File: src/rtl/aes_job_sequencer.sv
// aes_job_sequencer: host-side sequencer for the masked AES core.
// It owns the key-load and data-load handshakes and runs each job as N back-to-back
// encryptions. Each encryption either reuses the job plaintext or chains the previous
// ciphertext. Every ciphertext (or a timeout abort) is returned through a valid/ready port.
// A watchdog bounds each wait on the core. A registered round-9 trigger supports capture.
module aes_job_sequencer #(
    parameter int CNT_W   = 16,
    parameter int TIMEOUT = 1023
) (
    input  logic             CLK,
    input  logic             RSTn,
    input  logic [127:0]     key_in,
    input  logic             key_wr,
    output logic             key_err,
    input  logic             job_valid,
    output logic             job_ready,
    input  logic [127:0]     job_pt,
    input  logic [CNT_W-1:0] job_rep,
    input  logic             job_chain,
    output logic             res_valid,
    input  logic             res_ready,
    output logic [127:0]     res_ct,
    output logic [CNT_W-1:0] res_idx,
    output logic             res_err,
    output logic [127:0]     core_Din0,
    output logic [127:0]     core_Kin,
    output logic             core_Drdy,
    output logic             core_Krdy,
    output logic             core_EN,
    input  logic [127:0]     core_Dout0,
    input  logic             core_Dvld,
    input  logic             core_Kvld,
    input  logic             core_BSY,
    input  logic             core_round9,
    output logic             trig
);
    localparam int WD_W = (TIMEOUT < 2) ? 1 : $clog2(TIMEOUT + 1);

    typedef enum logic [2:0] {
        S_IDLE, S_KEY, S_KWAIT, S_LOAD, S_RUN, S_OUT
    } state_t;

    state_t state_reg, state_next;

    logic [127:0]     shadow_reg, kin_reg, pt_reg, din_reg, res_ct_reg;
    logic [CNT_W-1:0] rep_reg, cnt_reg, res_idx_reg;
    logic             chain_reg, key_pend_reg, key_loaded_reg, key_err_reg;
    logic             res_valid_reg, res_err_reg;
    logic             drdy_reg, krdy_reg, en_reg, trig_reg;
    logic [WD_W-1:0]  wd_reg;
    logic [CNT_W:0]   cnt_inc;

    logic timeout, key_req, last_iter;
    logic job_fire, key_ok, key_fail, res_ok, res_abort, res_take, next_iter;

    // The sequencing relies only on Kvld/Dvld, so the busy flag is informational.
    logic unused_bsy;
    assign unused_bsy = core_BSY;

    assign timeout   = (wd_reg == WD_W'(TIMEOUT));
    // A write arriving this cycle counts as pending, so a key load starts without an extra idle cycle.
    assign key_req   = key_pend_reg | key_wr;
    assign cnt_inc   = {1'b0, cnt_reg} + {{CNT_W{1'b0}}, 1'b1};
    assign last_iter = (cnt_inc == {1'b0, rep_reg});
    // A pending or simultaneous key write wins over a job offer.
    assign job_ready = (state_reg == S_IDLE) & key_loaded_reg & ~key_pend_reg & ~key_wr;

    assign key_err   = key_err_reg;
    assign res_valid = res_valid_reg;
    assign res_ct    = res_ct_reg;
    assign res_idx   = res_idx_reg;
    assign res_err   = res_err_reg;
    assign core_Din0 = din_reg;
    assign core_Kin  = kin_reg;
    assign core_Drdy = drdy_reg;
    assign core_Krdy = krdy_reg;
    assign core_EN   = en_reg;
    assign trig      = trig_reg;

    // State register.
    always_ff @(posedge CLK or negedge RSTn) begin
        if (!RSTn) begin
            state_reg <= S_IDLE;
        end else begin
            state_reg <= state_next;
        end
    end

    // Next-state and per-cycle event decode.
    always_comb begin
        state_next = state_reg;
        job_fire   = 1'b0;
        key_ok     = 1'b0;
        key_fail   = 1'b0;
        res_ok     = 1'b0;
        res_abort  = 1'b0;
        res_take   = 1'b0;
        next_iter  = 1'b0;
        case (state_reg)
            S_IDLE: begin
                if (key_req) begin
                    state_next = S_KEY;
                end else if (job_valid && job_ready) begin
                    job_fire   = 1'b1;
                    state_next = S_LOAD;
                end
            end
            S_KEY: begin
                if (core_Kvld) begin
                    key_ok     = 1'b1;
                    state_next = key_wr ? S_KEY : S_IDLE;
                end else begin
                    state_next = S_KWAIT;
                end
            end
            S_KWAIT: begin
                if (core_Kvld) begin
                    key_ok     = 1'b1;
                    state_next = key_req ? S_KEY : S_IDLE;
                end else if (timeout) begin
                    key_fail   = 1'b1;
                    state_next = key_req ? S_KEY : S_IDLE;
                end
            end
            S_LOAD: begin
                if (core_Dvld) begin
                    res_ok     = 1'b1;
                    state_next = S_OUT;
                end else begin
                    state_next = S_RUN;
                end
            end
            S_RUN: begin
                if (core_Dvld) begin
                    res_ok     = 1'b1;
                    state_next = S_OUT;
                end else if (timeout) begin
                    res_abort  = 1'b1;
                    state_next = S_OUT;
                end
            end
            S_OUT: begin
                if (res_ready) begin
                    res_take = 1'b1;
                    // When the job ends, a pending key goes straight to loading.
                    if (res_err_reg || last_iter) begin
                        state_next = key_req ? S_KEY : S_IDLE;
                    end else begin
                        next_iter  = 1'b1;
                        state_next = S_LOAD;
                    end
                end
            end
            default: state_next = S_IDLE;
        endcase
    end

    // Key shadow, pending flag, loaded/error status and the key presented to the core.
    always_ff @(posedge CLK or negedge RSTn) begin
        if (!RSTn) begin
            shadow_reg     <= '0;
            kin_reg        <= '0;
            key_pend_reg   <= 1'b0;
            key_loaded_reg <= 1'b0;
            key_err_reg    <= 1'b0;
        end else begin
            if (key_wr) begin
                shadow_reg <= key_in;
            end
            if (state_next == S_KEY) begin
                kin_reg      <= key_wr ? key_in : shadow_reg;
                key_pend_reg <= 1'b0;
            end else if (key_wr) begin
                key_pend_reg <= 1'b1;
            end
            if (key_ok) begin
                key_loaded_reg <= 1'b1;
            end else if (key_fail) begin
                key_loaded_reg <= 1'b0;
            end
            if (key_wr) begin
                key_err_reg <= 1'b0;
            end else if (key_fail) begin
                key_err_reg <= 1'b1;
            end
        end
    end

    // Job context, iteration counter, next core input and the result holding register.
    always_ff @(posedge CLK or negedge RSTn) begin
        if (!RSTn) begin
            pt_reg        <= '0;
            rep_reg       <= '0;
            chain_reg     <= 1'b0;
            cnt_reg       <= '0;
            din_reg       <= '0;
            res_valid_reg <= 1'b0;
            res_ct_reg    <= '0;
            res_idx_reg   <= '0;
            res_err_reg   <= 1'b0;
        end else begin
            if (job_fire) begin
                pt_reg    <= job_pt;
                rep_reg   <= (job_rep == '0) ? CNT_W'(1) : job_rep;
                chain_reg <= job_chain;
                cnt_reg   <= '0;
                din_reg   <= job_pt;
            end else if (next_iter) begin
                cnt_reg <= cnt_reg + CNT_W'(1);
                din_reg <= chain_reg ? res_ct_reg : pt_reg;
            end
            if (res_ok) begin
                res_valid_reg <= 1'b1;
                res_ct_reg    <= core_Dout0;
                res_idx_reg   <= cnt_reg;
                res_err_reg   <= 1'b0;
            end else if (res_abort) begin
                res_valid_reg <= 1'b1;
                res_ct_reg    <= '0;
                res_idx_reg   <= cnt_reg;
                res_err_reg   <= 1'b1;
            end else if (res_take) begin
                res_valid_reg <= 1'b0;
            end
        end
    end

    // Core strobes, enable, capture trigger and the watchdog counter.
    always_ff @(posedge CLK or negedge RSTn) begin
        if (!RSTn) begin
            en_reg   <= 1'b0;
            krdy_reg <= 1'b0;
            drdy_reg <= 1'b0;
            trig_reg <= 1'b0;
            wd_reg   <= '0;
        end else begin
            en_reg   <= 1'b1;
            krdy_reg <= (state_next == S_KEY);
            drdy_reg <= (state_next == S_LOAD);
            trig_reg <= core_round9 & (state_reg == S_RUN);
            if (state_next == S_KEY || state_next == S_LOAD) begin
                wd_reg <= '0;
            end else if ((state_reg == S_KEY || state_reg == S_KWAIT ||
                          state_reg == S_LOAD || state_reg == S_RUN) && !timeout) begin
                wd_reg <= wd_reg + WD_W'(1);
            end
        end
    end

endmodule

File: config.mk
export PLATFORM = sky130hd
export DESIGN_NAME = aes_job_sequencer
export DESIGN_NICKNAME = d
export VERILOG_FILES = /design/src/rtl/aes_job_sequencer.sv
export SDC_FILE = /design/constraint.sdc
export NUM_CORES = 1
export LEC_CHECK = 0
export CAP_MARGIN = 20
export CORE_AREA = 8 8 315 317
export CTS_CLUSTER_SIZE = 20
export DETAILED_ROUTE_END_ITERATION = 16
export DIE_AREA = 0 0 323 325
export HOLD_SLACK_MARGIN = 0.08
export SYNTH_ARGS = -nofsm -noshare
export SYNTH_HDL_FRONTEND = slang
export SYNTH_SLANG_ARGS = --single-unit
File: constraint.sdc
create_clock -name CLK -period 5.8 [get_ports CLK]
set_clock_uncertainty 0.2 [all_clocks]
set_input_delay 1.45 -clock CLK [delete_from_list [all_inputs] [get_ports CLK]]
set_output_delay 1.45 -clock CLK [all_outputs]
set_load 0.02 [all_outputs]
==> results.toml, run 1 <==
[global_routing]
grt_util_all_layers = 0.189
grt_overflow = 0
grt_antenna_before_repair = 22
grt_pass1_vias = 22157
grt_first_pass_wirelength_mm = 151
grt_max_degree = 157

[synthesis]
synth-edff-count = 0
ys.warnings.count = 0
synth-main-ff-cell = "dfrtp_1"
synth.largest_area_cell = "dfrtp_1"
netlist_area_um2 = 29100
synthTopCellsByArea = "dfrtp_1 (61%), mux2_2 (6.2%), nand2_1 (6.0%), mux2_4 (5.2%), mux2i_1 (4.7%)"
ys_ff_latch = 711
syn_inst = 2307
seq_area_frac_synth = 0.612
ys_types = 52
synthArstFlopShare = 1.00
syn-num-nets = 2719
avgSynthCellArea_um2 = 12.6
yosysTopAreaCellShare = 0.612

[power_and_ir_drop]
clkPwrFrac = 0.214
p_switching_w = 0.00868
switching_share = 0.366
p_per_area_nw_per_um2 = 575
internal_power_w = 0.0150
ir_drop_mv = 0.285
p_leak_nw = 18.5
power_frac_seq = 0.353
power_frac_comb = 0.434

[die]
coreArea_um2 = 94200
die_y_um = 325
row_count = 113
dieArea_um2 = 105000
start_util = 0.309
die_w_um = 323
io_pins = 818

[worst_setup_path]
crit_path_max_incr_delay_ps = 650
crit_chain = "buf_6 > nor2_1 > and3_1 > clkdlybuf4s50_1"
reg2reg_to = "core_Kin[30]$_DFFE_PN0N_"
worstPathRequired_ps = 4150
path_max_fanout = 30
crit_slowest_cell = "clkdlybuf4s50_1"
cp.arrival_ps = 2890
cp-start-kind = "input pin"
critPathKind = "in -> out"
path_buf_inv = 2
worstSetupEndpointType = "primary output"
crit_family = "buffers and inverters"
rr_worst_depth = 9
reg2reg_slack_ps = 1310
timing.rr.start = "cnt_reg[0]$_DFFE_PN0P_"

[sta]
fmax_mhz = 220
tightest_slew_ps = 988
slew_headroom = 0.336
finalCritPeriodShare = 0.782
tns_ps = 0
slew_violations = 0
setup_viol = 0
finalCriticalPeriod_ps = 4540
hold_viol_final = 0
grt_setup_unrepaired = "no"

[detailed_routing]
drc = 0
routed_wl_mm = 102
drt_iter0_drc = 1243
drt_pass1_iterations = 5
vias = 21068
ant_nets = 0
wl_per_cell_um = 23.0
via_per_inst = 4.75

[clocking]
cts.sinks = 711
h-tree-depth = 3
cts_tree = "built"
cts_made_buffers = 82
path_clk_slew_ps = 50
clockBufferDepth = 3
postCtsHoldBufs = 0
clkLatencyLatePin_ps = 640
root_buffer = "clkbuf_16"
cts_resized = 0
cts_setup_buffers = 0

[placement]
place.gp.congestion = 0.812
dpl.hpwl_mm = 71.9
numPortBuffers = 816

[status]
status = "finished, final reports clean"

[finish]
n_fill_cell = 8934
final_nets = 3508
drive_above_1_share = 0.140
area_delta_synth_final_pct = 41.8
fin_util = 0.438

[flow_run]
cap_violations = 0

[min_path]
hp-class = "reg -> reg"
hp-start = "pt_reg[54]$_DFFE_PN0P_"
whs_endpoint = "pt_reg[54]$_DFFE_PN0P_"
whs_path_depth = 2
worst max-delay path by stage:
| stage | start | to | slack [ps] | cells past startpoint |
|---|---|---|---|---|
| global placement | core_Kvld | core_Kin[84]$_DFFE_PN0N_ | 1110 | 9 |
| floorplan | key_wr | job_ready | 2170 | 2 |
| global route | cnt_reg[0]$_DFFE_PN0P_ | core_Kin[48]$_DFFE_PN0N_ | 1040 | 9 |
| CTS | key_wr | job_ready | 1230 | 4 |
| detailed placement | core_Kvld | core_Kin[48]$_DFFE_PN0N_ | 1100 | 9 |
| finish | key_wr | job_ready | 1260 | 4 |
Yosys cell counts (all sizes together) (3+ instances only):
| library cell | count |
|---|---|
| a22o | 128 |
| nor4 | 9 |
| buf | 41 |
| o21ai | 12 |
| or3 | 8 |
| nand4 | 7 |
| or2 | 7 |
| nand2 | 462 |
| or4 | 6 |
| o31ai | 6 |
| o221ai | 128 |
| nor2b | 4 |
| inv | 134 |
| nor2 | 25 |
| dfrtp | 711 |
| mux2i | 137 |
| o311ai | 4 |
| nor3 | 6 |
| xor2 | 21 |
| xnor2 | 12 |
| mux2 | 270 |
| and4 | 3 |
| clkbuf | 109 |
| and2 | 6 |
| a21oi | 14 |
| nand3 | 14 |
| and3 | 4 |
cells in the final DEF, fill, tap and decap left out, drive strengths merged, types with 2 or more instances in the layout:
master         instances
o31ai                  6
or2                    7
xor2                  21
nand4                  7
o311ai                 4
dfrtp                711
or4                    6
and2                   6
and4                   3
and3                   4
mux2                 270
mux2i                137
clkbuf               126
a22o                 128
diode                 15
nor2                  25
nand3                 14
or3                    8
nor3                   6
bufinv                 2
ha                     2
a31oi                  2
inv                  138
clkdlybuf4s50        814
nand2                462
o211ai                 2
a21oi                 14
o221ai               128
clkinv                13
nor4                   9
xnor2                 12
clkinvlp               3
buf                   41
o21ai                 12
nor2b                  4
cell families (layout without fill, tap and decap cells):
kind of cell | after synthesis | count (layout) | share of synthesized area
and+or+nand+nor | 562 | 562 | 0.0789
AOI/OAI and AO/OA | 307 | 307 | 0.0892
adders and majority gates | 2 | 2 | 0.000861
muxes | 407 | 407 | 0.165
DFF | 711 | 711 | 0.612
other | 1 | 16 | 0.000129
buffers and inverters | 284 | 1137 | 0.0442
xor gates and xnor gates | 33 | 33 | 0.00994
per-layer routing:
metal,part of all wire,vias up,track usage
met2,0.47,714,0.302
li1,-,9653,-
met4,0.034,12,0.0761
met3,0.098,169,0.0724
met5,0.00067,-,0
met1,0.40,10520,0.228
tightest hold or removal path, cell delays in order, from the launching register on:
cell,delay (ps)
dfrtp_1,340
nand2_1,50
nand2_1,50
per-stage QoR:
stage | instance area (µm²) | hold WS (ps) | setup slack [ps] | power (W) | cells
finish | 41200 | 270 | 1260 | 0.0237 | 4440
global placement | 38600 | 256 | 1110 | 0.0187 | 4277
CTS | 41200 | 274 | 1230 | 0.0241 | 4425
global route | 41200 | 284 | 1040 | 0.0250 | 4438
detailed placement | 38600 | 261 | 1100 | 0.0188 | 4277
floorplan | 29100 | 245 | 2170 | 0.0141 | 2307
final cells by class:
cell class	instances	area [µm²]	area share
diodes	15	37.5	0.000910
clock buffers	126	2420	0.0587
clock inverters	22	209	0.00507
inverters	134	503	0.0122
multi-input cells	1312	10000	0.244
flip-flops and latches	711	17800	0.432
well taps	1265	1580	0.0384
repair buffers	855	8640	0.210
power groups by stage:
| stage | sequential, W | combinational, W | clock (W) |
|---|---|---|---|
| floorplan | 0.00958 | 0.00455 | 0 |
| global placement | 0.00839 | 0.0103 | 0 |
| detailed placement | 0.00843 | 0.0104 | 0 |
| CTS | 0.00838 | 0.0105 | 0.00524 |
| global route | 0.00861 | 0.0110 | 0.00542 |
| finish | 0.00836 | 0.0103 | 0.00507 |
Note: power is estimated with default switching activity, not from simulation.
==> run 2: changes to the inputs <==
Clock period 5.8 ns to 4.4 ns, I/O delays scaled along.
==> run 2 against run 1 <==
Worst hold slack better by 0.66 ps. Final cell count increased by 0.56%. Non-clock buffer count increased by 29. Critical endpoint is now core_Kin[30]$_DFFE_PN0N_.
==> results.toml, run 2 (synthesis gave the netlist of run 1 again) <==
[detailed_routing]
met1_length_mm = 41.7
drt_iter0_drc = 1270
wl_per_cell_um = 22.9
wl_met3_mm = 8.54
drc = 0
via_per_inst = 4.76
drt_pass1_iterations = 7
vias = 21238
wl_met2_mm = 48.8
routed.top_layer = "met5"
ant_nets = 0
routed_wl_mm = 102

[sta]
tns_ps = 0
setup_viol = 0
finalCritPeriodShare = 0.900
grt_setup_unrepaired = "no"
tightest_slew_ps = 1150
hold_viol_final = 0
finalCriticalPeriod_ps = 3960
fmax_mhz = 252
slew_violations = 0
slew_headroom = 0.233
setup_ws_ps = 438

[clocking]
cts_setup_buffers = 0
root_buffer = "clkbuf_16"
path_clk_slew_ps = 60
postCtsHoldBufs = 0
h-tree-depth = 3
cts_tree = "built"
cts_resized = 0
clockBufferDepth = 3
clkLatencyLatePin_ps = 640
cts_made_buffers = 82
cts.sinks = 711

[finish]
fin_util = 0.444
layout_commonest_cell = "clkdlybuf4s50_1"
n_fill_cell = 8836
drive_above_1_share = 0.149
seqCellArea_um2 = 17800
area_delta_synth_final_pct = 43.8
most-common-layout-cells = "clkdlybuf4s50_1 (814), dfrtp_1 (710), nand2_1 (460)"
final_nets = 3537
multi_input_area_um2 = 10000

[global_routing]
grt_max_degree = 157
grt_util_all_layers = 0.189
grt_pass1_vias = 22274
grt_first_pass_wirelength_mm = 150
grt_antenna_before_repair = 20
grt_overflow = 0

[worst_setup_path]
crit_path_max_incr_delay_ps = 640
crit_slowest_cell = "or4_1"
worstPathRequired_ps = 4710
cp.arrival_ps = 4270
critPathKind = "reg -> reg"
reg2reg_to = "core_Kin[30]$_DFFE_PN0N_"
path_max_fanout = 21
timing.rr.start = "cnt_reg[0]$_DFFE_PN0P_"
rr_worst_depth = 10
worstSetupEndpointType = "register"
crit_chain = "ha_1 > nand4_1 > or3_1 > o41ai_1 > a31oi_1 > or4_1 > a21oi_4 > buf_12 > buf_12 > mux2_4"
cp-start-kind = "register"
cpMostUsedCell = "buf_12"
reg2reg_slack_ps = 440

[power_and_ir_drop]
p_leak_nw = 18.8
power_frac_comb = 0.429
clkPwrFrac = 0.223
power_frac_seq = 0.348
ir_drop_mv = 0.376
p_per_area_nw_per_um2 = 763
switching_share = 0.361
p_switching_w = 0.0115
internal_power_w = 0.0204

[die]
coreArea_um2 = 94200
dieArea_um2 = 105000
die_w_um = 323
start_util = 0.309
die_y_um = 325
io_pins = 818
row_count = 113

[placement]
numPortBuffers = 816
place.gp.congestion = 0.805
dpl.hpwl_mm = 73.3
dpl_worst_slack_ps = 466

[min_path]
whs_endpoint = "pt_reg[120]$_DFFE_PN0P_"
whs_path_depth = 2
hp-class = "reg -> reg"
hp-start = "pt_reg[120]$_DFFE_PN0P_"

[flow_run]
cap_violations = 0

[status]
status = "finished, final reports clean"
run 2: cell count changes in the layout (fill, tap and decap cells not counted):
cell        change
buf_12         +13
buf_4          +16
bufinv_16       +7
clkbuf_1        -3
clkbuf_8        +1
clkinv_2        -4
clkinvlp_4      -1
diode_2         -4
run 2: final cells by class:
class	instances	area share
Clock inverter	24	0.00937
Sequential cell	711	0.426
Inverter	134	0.0120
Clock buffer	124	0.0579
Tap cell	1265	0.0379
Multi-Input combinational cell	1312	0.240
Timing Repair Buffer	884	0.216
Antenna cell	11	0.000659
run 2: worst max path at each step:
stage,end,cells past startpoint,slack [ps],startpoint
final,core_Kin[30]$_DFFE_PN0N_,10,440,cnt_reg[0]$_DFFE_PN0P_
after global placement,core_Kin[48]$_DFFE_PN0N_,10,510,core_Kvld
after CTS,core_Kin[111]$_DFFE_PN0N_,10,440,cnt_reg[0]$_DFFE_PN0P_
after global routing,core_Kin[49]$_DFFE_PN0N_,10,210,cnt_reg[0]$_DFFE_PN0P_
after floorplan,core_Kin[100]$_DFFE_PN0N_,11,990,cnt_reg[0]$_DFFE_PN0P_
after detailed placement,core_Kin[30]$_DFFE_PN0N_,10,470,cnt_reg[0]$_DFFE_PN0P_
run 2: power groups by stage:
stage          Clock [W]  Sequential, W  Combinational (W)
2_1_floorplan          0         0.0126            0.00600
3_3_place_gp           0         0.0111             0.0137
3_5_place_dp           0         0.0112             0.0139
4_1_cts          0.00731         0.0111             0.0139
5_1_grt          0.00756         0.0114             0.0146
6_report         0.00711         0.0111             0.0137
run 2: routing by layer:
layer / up-vias / GRT usage
met1: 10671 / 0.230
met5: - / 0
li1: 9708 / -
met2: 695 / 0.309
met4: 12 / 0.0681
met3: 152 / 0.0628
run 2: critical path, delay by kind of cell (launching register included):
kind	cells	cell delay [ps]
AOI/OAI and AO/OA	3	680
muxes	1	320
and+or+nand+nor	3	1310
DFF	1	490
adders and majority gates	1	310
buffers and inverters	2	460
run 2: per-stage QoR:
stage / hold slack (ps) / cells / power, W / cell area (µm²)
3_5_place_dp: 261 / 4306 / 0.0251 / 38900
3_3_place_gp: 256 / 4306 / 0.0249 / 38900
5_1_grt: 288 / 4464 / 0.0335 / 41800
4_1_cts: 275 / 4454 / 0.0324 / 41800
2_1_floorplan: 245 / 2307 / 0.0186 / 29100
6_report: 271 / 4465 / 0.0319 / 41800
==> RTL edit (settings of run 1) <==
Make the reset (`RSTn`) synchronous in 4 clocked blocks.
--- a/src/rtl/aes_job_sequencer.sv
+++ b/src/rtl/aes_job_sequencer.sv
@@ -78,7 +78,7 @@
     assign trig      = trig_reg;
 
     // State register.
-    always_ff @(posedge CLK or negedge RSTn) begin
+    always_ff @(posedge CLK) begin
         if (!RSTn) begin
             state_reg <= S_IDLE;
         end else begin
@@ -156,7 +156,7 @@
     end
 
     // Key shadow, pending flag, loaded/error status and the key presented to the core.
-    always_ff @(posedge CLK or negedge RSTn) begin
+    always_ff @(posedge CLK) begin
         if (!RSTn) begin
             shadow_reg     <= '0;
             kin_reg        <= '0;
@@ -187,7 +187,7 @@
     end
 
     // Job context, iteration counter, next core input and the result holding register.
-    always_ff @(posedge CLK or negedge RSTn) begin
+    always_ff @(posedge CLK) begin
         if (!RSTn) begin
             pt_reg        <= '0;
             rep_reg       <= '0;
@@ -226,7 +226,7 @@
     end
 
     // Core strobes, enable, capture trigger and the watchdog counter.
-    always_ff @(posedge CLK or negedge RSTn) begin
+    always_ff @(posedge CLK) begin
         if (!RSTn) begin
             en_reg   <= 1'b0;
             krdy_reg <= 1'b0;
Formal check against the unedited RTL: differs if RSTn is asserted again (counterexample within 4 cycles, from zero or initial values and one cycle with RSTn low); with RSTn held inactive, the same outputs for 4 cycles.
==> RTL edit against run 1 <==
  * Register-to-register slack better by 0.08 ns
  * Highest routed layer unchanged
  * Synthesized area is 1.5% lower
  * Wire length is 7.7% higher
  * Sequential cell count stayed put
  * First-iteration DRC count is 7.2% higher
  * Critical path type unchanged
  * Final area is 1.8% lower
  * Global-route usage is 0.91 points higher
  * Worst setup slack better by 0.11 ns
Power is not compared: it rests on default switching activity, and its combinational part moved more than twofold at a synthesized area within 25%.
==> RTL edit: results (changes against run 1) <==
f_max: 0.2259 GHz (+2.5%)
CTS Buf Count: 83 (+1.2%)
slowest cell delay on critical path: 0.72 ns (+0.07 ns)
Net count, final: 4035 (+15%)
Area after DPL: 37750 um2 (-2.1%)
post-synthesis async set-or-reset flop share: 0 (-1.000)
CTS-repair resized insts: 0 (unchanged)
Post-Route WL: 109900 um (+7.7%)
Synth area leaders: dfxtp_1 (50%), mux2i_1 (9.0%), mux2_2 (6.1%), mux2_4 (5.1%), nand2_1 (4.1%)
router iterations before antenna repair: 5 (unchanged)
Top Family by Delay on Critical Path: buffers and inverters
I/O Buffers: 816 (unchanged)
Post-CTS Setup Bufs: 0 (unchanged)
met2 WL post-DR: 51490 um (+7.1%)
status: finished, final reports clean
gr usage total: 0.1981 (+0.009111)
Global Route met2 Usage: 0.3259 (+0.02391)
register area share after synthesis: 0.4973 (-0.1147)
detailed-route via count: 23840 (+13%)
first-pass GRT wire length: 160400 um (+6.4%)
share of layout cells above drive strength 1: 0.1191 (-0.02109)
most common library cells after synthesis: dfxtp_1 (711), nand2_1 (314), nor2_1 (303)
routing usage on met1: 0.2313 (+0.003076)
antenna violations before repair: 38 (+73%)
maximum net fanout on the critical path: 3 (-90%)
initial detailed-routing violation count: 1333 (+7.2%)
Max-slew headroom: 0.2203 (-0.1158)
Syn Nets: 3339 (+23%)
Unique masters post-synth: 61 (+17%)
M1 WL: 44000 um (+8.6%)
filler cell count: 9170 (+2.6%)
Clock Pin Slew Worst Setup and Hold Paths: 0.05 ns (about the same)
pre-CTS WS: 1.322 ns (+0.2195 ns)
largest net degree at the start of global routing: 188 (+20%)
placed wire-length estimate: 77120 um (+7.2%)
clk_lat worst skew: 0.64 ns (about the same)
gpl congestion: 0.8322 (+2.5%)
met3 Use GR: 0.07908 (+0.006653)
Worst Path Arrival: 2.78 ns (-0.11 ns)
WL met3: 11010 um (+11%)
==> RTL edit: per-stage QoR <==
step,total power (W),util,cells
floorplan,0.006132,-,2927
global placement,0.006893,0.4009,4802
detailed placement,0.006897,0.4009,4802
CTS,0.01209,0.4293,4950
global route,0.01239,0.4298,4968
finish,0.01193,0.4300,4976
==> RTL edit: worst paths after layout <==
check | start | slack (ns) | to | cells after the start
worst max-delay path | key_wr | 1.37 | job_ready | 4
worst min-delay path | res_idx[0] | 0.25 | res_idx[0] | 2
worst max register to register | cnt_reg[0] | 1.39 | core_Kin[19] | 10
worst min register to register | res_idx[0] | 0.25 | res_idx[0] | 2
==> RTL edit: report_power, final <==
| group | switching, W | internal (W) |
|---|---|---|
| Combinational | 0.000780 | 0.000814 |
| Clock | 0.00213 | 0.00301 |
| Sequential | 0.000103 | 0.00509 |
| Total | 0.00302 | 0.00891 |
==> RTL edit: kinds of logic (layout without fill, tap and decap cells) <==
logic type      Yosys count  in the layout  share of synthesized area
simple gates            958            958                     0.1518
flops                   711            711                     0.4973
mux                     512            512                     0.2030
compound gates          460            460                    0.09687
buf+inv                 244           1003                    0.03794
xor+xnor                 40             40                    0.01224
fa+ha+maj                 2              2                  0.0008741
other cells               0             25                          0
==> RTL edit: final cells by class <==
type / instances / share of cell area
clock buffers: 123 / 0.06025
multi-input cells: 1972 / 0.3297
diodes: 25 / 0.001545
inverters: 9 / 0.001020
well taps: 1265 / 0.03909
repair buffers: 846 / 0.2111
clock inverters: 25 / 0.005655
flip-flops and latches: 711 / 0.3516
==> RTL edit: worst min-delay path, delay by kind of cell (launching register included) <==
| family | cells | cell delay, ns |
|---|---|---|
| flops | 1 | 0.30 |
| simple gates | 1 | 0.05 |
| compound gates | 1 | 0.05 |
